<file path="config.mk">
export PLATFORM = sky130hd
export DESIGN_NAME = caxi4interconnect_axi4_ahb_read_resp_flat
export DESIGN_NICKNAME = d
export VERILOG_FILES = /design/src/rtl/caxi4interconnect_axi4_ahb_read_resp_pkg.sv /design/src/rtl/caxi4interconnect_axi4_ahb_read_resp_if.sv /design/src/rtl/caxi4interconnect_axi4_addr_next.sv /design/src/rtl/caxi4interconnect_axi4_ahb_read_resp.sv /design/src/flat_wrapper.sv
export SDC_FILE = /design/constraint.sdc
export NUM_CORES = 1
export LEC_CHECK = 0
export CORE_MARGIN = 3
export CORE_UTILIZATION = 45
export CTS_CLUSTER_DIAMETER = 100
export CTS_CLUSTER_SIZE = 8
export DETAILED_ROUTE_END_ITERATION = 10
export PLACE_DENSITY_LB_ADDON = 0.08
export REMOVE_ABC_BUFFERS = 1
export SYNTH_ARGS = -nofsm -noshare
export SYNTH_HDL_FRONTEND = slang
export SYNTH_SLANG_ARGS = --single-unit
</file>
<file path="constraint.sdc">
create_clock -name ACLK -period 3.7 [get_ports ACLK]
set_input_delay 0.74 -clock ACLK [delete_from_list [all_inputs] [get_ports ACLK]]
set_output_delay 0.74 -clock ACLK [all_outputs]
set_load 0.005 [all_outputs]
</file>
<file path="src/rtl/caxi4interconnect_axi4_ahb_read_resp_pkg.sv">
// Shared types and encodings for the AXI4 read to AHB-Lite single-transfer responder.
package caxi4interconnect_axi4_ahb_read_resp_pkg;

  typedef enum logic [1:0] {
    StIdle,
    StAddr,
    StData,
    StResp
  } state_e;

  localparam logic [1:0] BurstFixed = 2'b00;
  localparam logic [1:0] BurstIncr  = 2'b01;
  localparam logic [1:0] BurstWrap  = 2'b10;

  localparam logic [1:0] RespOkay   = 2'b00;
  localparam logic [1:0] RespSlverr = 2'b10;

  localparam logic [1:0] HtransIdle   = 2'b00;
  localparam logic [1:0] HtransNonseq = 2'b10;

  localparam logic [2:0] HburstSingle = 3'b000;

endpackage

</file>
<file path="src/rtl/caxi4interconnect_axi4_ahb_read_resp_if.sv">
// AXI4 read channels plus AHB-Lite master signals; slave modport is the responder's view.
interface caxi4interconnect_axi4_ahb_read_resp_if #(
  parameter int unsigned ID_WIDTH   = 1,
  parameter int unsigned ADDR_WIDTH = 32,
  parameter int unsigned DATA_WIDTH = 32,
  parameter int unsigned USER_WIDTH = 1
);

  logic [ID_WIDTH-1:0]   ARID;
  logic [ADDR_WIDTH-1:0] ARADDR;
  logic [7:0]            ARLEN;
  logic [2:0]            ARSIZE;
  logic [1:0]            ARBURST;
  logic [1:0]            ARLOCK;
  logic [3:0]            ARCACHE;
  logic [2:0]            ARPROT;
  logic                  ARVALID;
  logic                  ARREADY;

  logic [ID_WIDTH-1:0]   RID;
  logic [DATA_WIDTH-1:0] RDATA;
  logic [1:0]            RRESP;
  logic                  RLAST;
  logic [USER_WIDTH-1:0] RUSER;
  logic                  RVALID;
  logic                  RREADY;

  logic [31:0]           HADDR;
  logic [1:0]            HTRANS;
  logic [2:0]            HBURST;
  logic [2:0]            HSIZE;
  logic                  HWRITE;
  logic [6:0]            HPROT;
  logic                  HMASTLOCK;
  logic                  HNONSEC;
  logic                  HREADY;
  logic [DATA_WIDTH-1:0] HRDATA;
  logic                  HRESP;

  modport slave (
    input  ARID, ARADDR, ARLEN, ARSIZE, ARBURST, ARLOCK, ARCACHE, ARPROT, ARVALID,
    output ARREADY,
    output RID, RDATA, RRESP, RLAST, RUSER, RVALID,
    input  RREADY,
    output HADDR, HTRANS, HBURST, HSIZE, HWRITE, HPROT, HMASTLOCK, HNONSEC,
    input  HREADY, HRDATA, HRESP
  );

  modport master (
    output ARID, ARADDR, ARLEN, ARSIZE, ARBURST, ARLOCK, ARCACHE, ARPROT, ARVALID,
    input  ARREADY,
    input  RID, RDATA, RRESP, RLAST, RUSER, RVALID,
    output RREADY,
    input  HADDR, HTRANS, HBURST, HSIZE, HWRITE, HPROT, HMASTLOCK, HNONSEC,
    output HREADY, HRDATA, HRESP
  );

endinterface

</file>
<file path="src/rtl/caxi4interconnect_axi4_addr_next.sv">
// Combinational next-beat address for FIXED, INCR and WRAP bursts (low 32 bits wrap around).
module caxi4interconnect_axi4_addr_next
  import caxi4interconnect_axi4_ahb_read_resp_pkg::*;
#(
  parameter int unsigned ADDR_WIDTH = 32
) (
  input  logic [ADDR_WIDTH-1:0] addr,
  input  logic [2:0]            size,
  input  logic [7:0]            len,
  input  logic [1:0]            burst,
  output logic [ADDR_WIDTH-1:0] addr_next
);

  logic [31:0] incr;
  logic [31:0] mask;
  logic [31:0] sum;

  always_comb begin
    incr      = 32'd1 << size;
    mask      = (({24'd0, len} + 32'd1) << size) - 32'd1;
    sum       = addr[31:0] + incr;
    addr_next = addr;
    case (burst)
      BurstFixed: addr_next[31:0] = addr[31:0];
      BurstWrap:  addr_next[31:0] = (addr[31:0] & ~mask) | (sum & mask);
      default:    addr_next[31:0] = sum;  // INCR and reserved encoding
    endcase
  end

endmodule

</file>
<file path="src/rtl/caxi4interconnect_axi4_ahb_read_resp.sv">
// AXI4 read responder: each burst beat becomes one AHB-Lite SINGLE read, returned on R.
module caxi4interconnect_axi4_ahb_read_resp
  import caxi4interconnect_axi4_ahb_read_resp_pkg::*;
#(
  parameter int unsigned ID_WIDTH   = 1,
  parameter int unsigned ADDR_WIDTH = 32,
  parameter int unsigned DATA_WIDTH = 32,
  parameter int unsigned USER_WIDTH = 1
) (
  input logic ACLK,
  input logic sysReset,
  caxi4interconnect_axi4_ahb_read_resp_if.slave bus
);

  state_e state_q, state_d;

  logic [ID_WIDTH-1:0]   id_q, id_d;
  logic [ADDR_WIDTH-1:0] addr_q, addr_d, addr_nxt;
  logic [7:0]            len_q, len_d;
  logic [7:0]            cnt_q, cnt_d;
  logic [2:0]            size_q, size_d;
  logic [1:0]            burst_q, burst_d;
  logic                  err_q, err_d;
  logic [6:0]            hprot_q, hprot_d;
  logic                  hnonsec_q, hnonsec_d;
  logic                  hmastlock_q, hmastlock_d;
  logic                  arready_q, arready_d;
  logic                  rvalid_q, rvalid_d;
  logic                  rlast_q, rlast_d;
  logic [DATA_WIDTH-1:0] rdata_q, rdata_d;
  logic [1:0]            rresp_q, rresp_d;
  logic [1:0]            htrans_q, htrans_d;

  logic ar_hs;
  logic data_done;
  logic r_hs;
  logic unused_attr;

  assign ar_hs     = (state_q == StIdle) & bus.ARVALID;
  assign data_done = (state_q == StData) & bus.HREADY;
  assign r_hs      = (state_q == StResp) & bus.RREADY;

  caxi4interconnect_axi4_addr_next #(
    .ADDR_WIDTH(ADDR_WIDTH)
  ) u_addr_next (
    .addr      (addr_q),
    .size      (size_q),
    .len       (len_q),
    .burst     (burst_q),
    .addr_next (addr_nxt)
  );

  always_ff @(posedge ACLK or negedge sysReset) begin
    if (!sysReset) begin
      state_q <= StIdle;
    end else begin
      state_q <= state_d;
    end
  end

  always_comb begin
    state_d = state_q;
    unique case (state_q)
      StIdle: if (ar_hs) state_d = StAddr;
      StAddr: if (bus.HREADY) state_d = StData;
      StData: if (bus.HREADY) state_d = StResp;
      StResp: begin
        if (bus.RREADY) begin
          if (rlast_q) begin
            state_d = StIdle;
          end else if (err_q) begin
            // After an AHB error the remaining beats are answered without touching AHB.
            state_d = StResp;
          end else begin
            state_d = StAddr;
          end
        end
      end
      default: state_d = StIdle;
    endcase
  end

  // Next values for every registered output and the transaction context.
  always_comb begin
    id_d        = id_q;
    addr_d      = addr_q;
    len_d       = len_q;
    size_d      = size_q;
    burst_d     = burst_q;
    cnt_d       = cnt_q;
    err_d       = err_q;
    hprot_d     = hprot_q;
    hnonsec_d   = hnonsec_q;
    hmastlock_d = hmastlock_q;
    rdata_d     = rdata_q;
    rresp_d     = rresp_q;
    rlast_d     = rlast_q;
    arready_d   = (state_d == StIdle);
    rvalid_d    = (state_d == StResp);
    htrans_d    = (state_d == StAddr) ? HtransNonseq : HtransIdle;

    if (ar_hs) begin
      id_d        = bus.ARID;
      addr_d      = bus.ARADDR;
      len_d       = bus.ARLEN;
      size_d      = bus.ARSIZE;
      burst_d     = bus.ARBURST;
      cnt_d       = 8'd0;
      err_d       = 1'b0;
      hprot_d     = {1'b0, bus.ARCACHE[3], 1'b0, bus.ARCACHE[1], bus.ARCACHE[0],
                     bus.ARPROT[0], ~bus.ARPROT[2]};
      hnonsec_d   = bus.ARPROT[1];
      hmastlock_d = bus.ARLOCK[0];
    end

    if (data_done) begin
      rdata_d = bus.HRDATA;
      rresp_d = bus.HRESP ? RespSlverr : RespOkay;
      err_d   = bus.HRESP;
      rlast_d = (cnt_q == len_q);
    end

    if (r_hs) begin
      if (rlast_q) begin
        rlast_d = 1'b0;
      end else begin
        cnt_d  = cnt_q + 8'd1;
        addr_d = addr_nxt;
        if (err_q) begin
          rdata_d = '0;
          rresp_d = RespSlverr;
          rlast_d = (cnt_d == len_q);
        end
      end
    end
  end

  always_ff @(posedge ACLK or negedge sysReset) begin
    if (!sysReset) begin
      id_q        <= '0;
      addr_q      <= '0;
      len_q       <= '0;
      size_q      <= '0;
      burst_q     <= '0;
      cnt_q       <= '0;
      err_q       <= 1'b0;
      hprot_q     <= '0;
      hnonsec_q   <= 1'b0;
      hmastlock_q <= 1'b0;
      rdata_q     <= '0;
      rresp_q     <= RespOkay;
      rlast_q     <= 1'b0;
      arready_q   <= 1'b1;
      rvalid_q    <= 1'b0;
      htrans_q    <= HtransIdle;
    end else begin
      id_q        <= id_d;
      addr_q      <= addr_d;
      len_q       <= len_d;
      size_q      <= size_d;
      burst_q     <= burst_d;
      cnt_q       <= cnt_d;
      err_q       <= err_d;
      hprot_q     <= hprot_d;
      hnonsec_q   <= hnonsec_d;
      hmastlock_q <= hmastlock_d;
      rdata_q     <= rdata_d;
      rresp_q     <= rresp_d;
      rlast_q     <= rlast_d;
      arready_q   <= arready_d;
      rvalid_q    <= rvalid_d;
      htrans_q    <= htrans_d;
    end
  end

  assign bus.ARREADY   = arready_q;
  assign bus.RID       = id_q;
  assign bus.RDATA     = rdata_q;
  assign bus.RRESP     = rresp_q;
  assign bus.RLAST     = rlast_q;
  assign bus.RUSER     = '0;
  assign bus.RVALID    = rvalid_q;
  assign bus.HADDR     = addr_q[31:0];
  assign bus.HTRANS    = htrans_q;
  assign bus.HBURST    = HburstSingle;
  assign bus.HSIZE     = size_q;
  assign bus.HWRITE    = 1'b0;
  assign bus.HPROT     = hprot_q;
  assign bus.HMASTLOCK = hmastlock_q;
  assign bus.HNONSEC   = hnonsec_q;

  assign unused_attr = ^{bus.ARLOCK[1], bus.ARCACHE[2]};

endmodule
</file>
<file path="src/flat_wrapper.sv">
// flat-port wrapper written by rule: the top's interface ports become plain ports
module caxi4interconnect_axi4_ahb_read_resp_flat import caxi4interconnect_axi4_ahb_read_resp_pkg::*;
#(
  parameter int unsigned ID_WIDTH   = 1,
  parameter int unsigned ADDR_WIDTH = 32,
  parameter int unsigned DATA_WIDTH = 32,
  parameter int unsigned USER_WIDTH = 1
)
  (ACLK, sysReset, bus_ARID, bus_ARADDR, bus_ARLEN, bus_ARSIZE, bus_ARBURST, bus_ARLOCK, bus_ARCACHE, bus_ARPROT, bus_ARVALID, bus_ARREADY, bus_RID, bus_RDATA, bus_RRESP, bus_RLAST, bus_RUSER, bus_RVALID, bus_RREADY, bus_HADDR, bus_HTRANS, bus_HBURST, bus_HSIZE, bus_HWRITE, bus_HPROT, bus_HMASTLOCK, bus_HNONSEC, bus_HREADY, bus_HRDATA, bus_HRESP);
  caxi4interconnect_axi4_ahb_read_resp_if #(.ID_WIDTH(ID_WIDTH), .ADDR_WIDTH(ADDR_WIDTH), .DATA_WIDTH(DATA_WIDTH), .USER_WIDTH(USER_WIDTH)) bus_i ();
  input logic ACLK;
  input logic sysReset;
  input wire logic [$bits(bus_i.ARID)-1:0] bus_ARID;
  input wire logic [$bits(bus_i.ARADDR)-1:0] bus_ARADDR;
  input wire logic [$bits(bus_i.ARLEN)-1:0] bus_ARLEN;
  input wire logic [$bits(bus_i.ARSIZE)-1:0] bus_ARSIZE;
  input wire logic [$bits(bus_i.ARBURST)-1:0] bus_ARBURST;
  input wire logic [$bits(bus_i.ARLOCK)-1:0] bus_ARLOCK;
  input wire logic [$bits(bus_i.ARCACHE)-1:0] bus_ARCACHE;
  input wire logic [$bits(bus_i.ARPROT)-1:0] bus_ARPROT;
  input wire logic [$bits(bus_i.ARVALID)-1:0] bus_ARVALID;
  output wire logic [$bits(bus_i.ARREADY)-1:0] bus_ARREADY;
  output wire logic [$bits(bus_i.RID)-1:0] bus_RID;
  output wire logic [$bits(bus_i.RDATA)-1:0] bus_RDATA;
  output wire logic [$bits(bus_i.RRESP)-1:0] bus_RRESP;
  output wire logic [$bits(bus_i.RLAST)-1:0] bus_RLAST;
  output wire logic [$bits(bus_i.RUSER)-1:0] bus_RUSER;
  output wire logic [$bits(bus_i.RVALID)-1:0] bus_RVALID;
  input wire logic [$bits(bus_i.RREADY)-1:0] bus_RREADY;
  output wire logic [$bits(bus_i.HADDR)-1:0] bus_HADDR;
  output wire logic [$bits(bus_i.HTRANS)-1:0] bus_HTRANS;
  output wire logic [$bits(bus_i.HBURST)-1:0] bus_HBURST;
  output wire logic [$bits(bus_i.HSIZE)-1:0] bus_HSIZE;
  output wire logic [$bits(bus_i.HWRITE)-1:0] bus_HWRITE;
  output wire logic [$bits(bus_i.HPROT)-1:0] bus_HPROT;
  output wire logic [$bits(bus_i.HMASTLOCK)-1:0] bus_HMASTLOCK;
  output wire logic [$bits(bus_i.HNONSEC)-1:0] bus_HNONSEC;
  input wire logic [$bits(bus_i.HREADY)-1:0] bus_HREADY;
  input wire logic [$bits(bus_i.HRDATA)-1:0] bus_HRDATA;
  input wire logic [$bits(bus_i.HRESP)-1:0] bus_HRESP;
  assign bus_i.ARID = bus_ARID;
  assign bus_i.ARADDR = bus_ARADDR;
  assign bus_i.ARLEN = bus_ARLEN;
  assign bus_i.ARSIZE = bus_ARSIZE;
  assign bus_i.ARBURST = bus_ARBURST;
  assign bus_i.ARLOCK = bus_ARLOCK;
  assign bus_i.ARCACHE = bus_ARCACHE;
  assign bus_i.ARPROT = bus_ARPROT;
  assign bus_i.ARVALID = bus_ARVALID;
  assign bus_ARREADY = bus_i.ARREADY;
  assign bus_RID = bus_i.RID;
  assign bus_RDATA = bus_i.RDATA;
  assign bus_RRESP = bus_i.RRESP;
  assign bus_RLAST = bus_i.RLAST;
  assign bus_RUSER = bus_i.RUSER;
  assign bus_RVALID = bus_i.RVALID;
  assign bus_i.RREADY = bus_RREADY;
  assign bus_HADDR = bus_i.HADDR;
  assign bus_HTRANS = bus_i.HTRANS;
  assign bus_HBURST = bus_i.HBURST;
  assign bus_HSIZE = bus_i.HSIZE;
  assign bus_HWRITE = bus_i.HWRITE;
  assign bus_HPROT = bus_i.HPROT;
  assign bus_HMASTLOCK = bus_i.HMASTLOCK;
  assign bus_HNONSEC = bus_i.HNONSEC;
  assign bus_i.HREADY = bus_HREADY;
  assign bus_i.HRDATA = bus_HRDATA;
  assign bus_i.HRESP = bus_HRESP;
  caxi4interconnect_axi4_ahb_read_resp #(.ID_WIDTH(ID_WIDTH), .ADDR_WIDTH(ADDR_WIDTH), .DATA_WIDTH(DATA_WIDTH), .USER_WIDTH(USER_WIDTH)) u_core (.ACLK(ACLK), .sysReset(sysReset), .bus(bus_i));
endmodule
</file>
==> flow_summary.toml <==
[global_route]
grt_max_degree = 75
grt_pass1_vias = 6549
antenna_found_initial = 0
grt-ovfl-total = 0
grt_usage_pct = 24.32
grt_pass1_wl_um = 32750

[floorplanning]
dieWidth_um = 129.5
io_pins = 182
dieArea_sq_mm = 0.01676
rows = 44
start_util_pct = 46.66
die_h_um = 129.5
fp.coreArea_sq_mm = 0.01470

[setup_path]
ff2ff_path_depth = 11
startpoint_type = "flop"
crit_required_ns = 3.98
endpoint_kind = "flop"
critical_path_class = "reg2reg"
rrSetupSlack_ns = 0.04
cp_max_fo = 8
critPathLaunch = "u_core.len_q[0]"
timing.rr.start = "u_core.len_q[0]"
worst_ep_arrival_time_ns = 3.94

[clocking]
clock-sinks = 102
numCtsBuffers = 9
clk_pin_slew_worst_paths_ns = 0.07
worst_skew_pair.late_latency_ns = 0.35
cts_root_buffer = "clkbuf_16"
h-tree-depth = 3
cts_tree = "done"
clock_path_buffers = 2

[timing]
slew_violations = 0
setup_violations = 0
tns_ns = 0
fmax_mhz = 273.5
slew_headroom_pct = 59.82
finalCritPeriodShare_pct = 98.83
worst_pin_slew_ns = 0.6027
period_minus_slack_ns = 3.657
hold_viol = 0
worst_clock_skew_ns = 0.008818
rsz0062_at_grt = "yes"

[placement]
hpwlAfterDp_um = 14770
placedCellCount = 1213
dpl_cell_area_sq_mm = 0.008920
io_buffers = 171
gp_congestion = 0.9428

[finish]
multiInputGateArea_sq_mm = 0.003968
area_growth_pct = 36.39
nFillCells = 1291
drive_above_1_share_pct = 10.79
regArea_sq_mm = 0.002555
finalInstanceArea_sq_mm = 0.009355
fin_cells = 1241
antenna_cells = 0
nets = 1158
finish.utilization_pct = 63.64

[route]
drtIter0Drc = 439
vias = 6928
ant_nets = 0
drc_errors = 0
wire_per_inst_um = 16.55
vias_per_cell = 5.583
drt_wl_total_um = 20540
dr.pass1.iters = 5

[synthesis]
avgSynthCellArea_sq_um = 7.884
synth_ff_type = "dfrtp_1"
ys_warn_count = 0
syn_area_sq_mm = 0.006859
ys_ff_latch = 102
synth_top_area_share_pct = 36.85
ys_seq_area_share_pct = 37.23
synth.area.top_cells = "dfrtp_1 37%, nand2_1 9.6%, a21oi_1 6.3%, o21ai_0 3.6%, nor2_1 3.4%"
synth.distinct_cells = 77
yosysTopAreaCell = "dfrtp_1"
netlist_instances = 870
synth_edf_count = 0
ys_async_sr_fraction_pct = 100.0

[power]
p_per_area_mw_per_mm2 = 814.3
fin_total_pwr_mw = 7.618
irDropWorstVdd_uv = 379.5
leakagePower_nw = 3.917

[min_path]
hold_class = "in2async"

[run_status]
outcome = "complete, no violations"

[job]
max_cap_viol_count = 0
==> synth_stat cells, types with 4 or more instances <==
master,number
a31oi_1,10
xnor2_1,18
o22ai_1,8
nand3_1,32
o211ai_1,7
inv_1,20
nand3b_1,4
and3_1,16
nor4_1,9
nand2_1,176
buf_1,5
buf_4,14
ha_1,12
o21ai_0,50
mux2i_1,5
and3b_1,4
a21o_1,4
a22oi_1,5
dfrtp_1,101
clkbuf_1,48
nor3_1,24
or3_1,6
o21a_1,7
nand4_1,10
o22a_1,5
nor2_1,62
nand2b_1,8
a21oi_1,86
o32ai_1,4
o31ai_1,8
a211oi_1,11
xor2_1,16
==> layout by cell type (no fill, tap or decap), types with 9 or more instances in the layout <==
| cell | synthesis | final |
|---|---|---|
| nor3_1 | 24 | 24 |
| nor2_1 | 62 | 60 |
| o21ai_0 | 50 | 50 |
| a21oi_1 | 86 | 85 |
| nand4_1 | 10 | 10 |
| inv_1 | 20 | 20 |
| dfrtp_1 | 101 | 100 |
| a211oi_1 | 11 | 11 |
| xnor2_1 | 18 | 18 |
| nand3_1 | 32 | 32 |
| nand2_1 | 176 | 175 |
| buf_4 | 14 | 58 |
| ha_1 | 12 | 11 |
| clkdlybuf4s50_1 | 0 | 170 |
| xor2_1 | 16 | 16 |
| clkbuf_16 | 0 | 9 |
| a31oi_1 | 10 | 10 |
| and3_1 | 16 | 16 |
==> power breakdown <==
| part | total (mW) | switching [mW] | leakage [nW] | internal (mW) |
|---|---|---|---|---|
| logic | 4.64 | 2.34 | 2.53 | 2.29 |
| registers | 2.05 | 0.475 | 1.25 | 1.57 |
| clock network | 0.934 | 0.468 | 0.136 | 0.466 |
| total | 7.62 | 3.28 | 3.92 | 4.33 |
==> critical path, cell delays in order, from the launching register on <==
cell	delay [ns]
dfrtp_1	0.42
buf_6	0.15
and4_4	0.19
and4b_1	0.18
or4_4	0.43
a222oi_1	0.43
or4b_4	0.54
or4b_4	0.54
o21ai_4	0.30
buf_6	0.17
a31oi_1	0.08
a21oi_1	0.13
==> cells by family (layout without fill, tap and decap cells) <==
family                     after synthesis  in the layout  synth area share (%)
buffers and inverters                   92            272                 5.965
and+or+nand+nor                        378            378                 25.92
xor gates and xnor gates                34             34                 4.341
DFF                                    102            102                 37.23
other                                    1              8               0.05467
adders and majority gates               13             13                 2.481
muxes                                    7              7                 1.222
AOI/OAI and AO/OA                      243            243                 22.78
==> per-layer routing <==
layer  share of wire, %  vias up  global-route usage (%)  routed length [um]
met2                 46      232                   38.17                9453
met5                  0        -                       0                   0
li1                   -     3443                       -                   -
met1                 45     3228                   33.59                9226
met4                1.9        0                   7.824                 387
met3                7.2       25                   5.482                1475
==> metrics by stage <==
stage	hold slack (ns)	setup WS, ns
2_1_floorplan	0.4444	-0.4053
3_3_place_gp	0.4600	0.03651
3_5_place_dp	0.4696	-0.05193
4_1_cts	0.3163	0.02565
5_1_grt	0.3400	-0.04542
6_report	0.3102	0.04330
==> final cells by class <==
| cell class | instances | area share [%] |
|---|---|---|
| clock buffers | 9 | 2.407 |
| clock inverters | 7 | 0.6553 |
| inverters | 21 | 0.8827 |
| multi-input cells | 683 | 42.41 |
| flip-flops and latches | 102 | 27.31 |
| well taps | 184 | 2.461 |
| repair buffers | 235 | 23.87 |
==> how the worst min path moves through the flow <==
stage	start	to	slack, ns	depth (start not counted)
3_5_place_dp	u_core.bus.HPROT[2]	u_core.bus.HPROT[2]	0.47	2
3_3_place_gp	u_core.bus.RID	u_core.bus.RID	0.46	2
5_1_grt	sysReset	asynchronous set/reset pin	0.34	1
6_report	sysReset	asynchronous set/reset pin	0.31	1
4_1_cts	sysReset	asynchronous set/reset pin	0.32	1
2_1_floorplan	sysReset	asynchronous set/reset pin	0.44	0
==> timing repair <==
action / in CTS / in global routing
hold buffers: 0 / 0
pin swaps: 1 / 6
setup buffers: 1 / 11
resized for setup: 1 / 13
setup endpoints to repair: 7 / 18
Power figures use the tool's default switching activity.
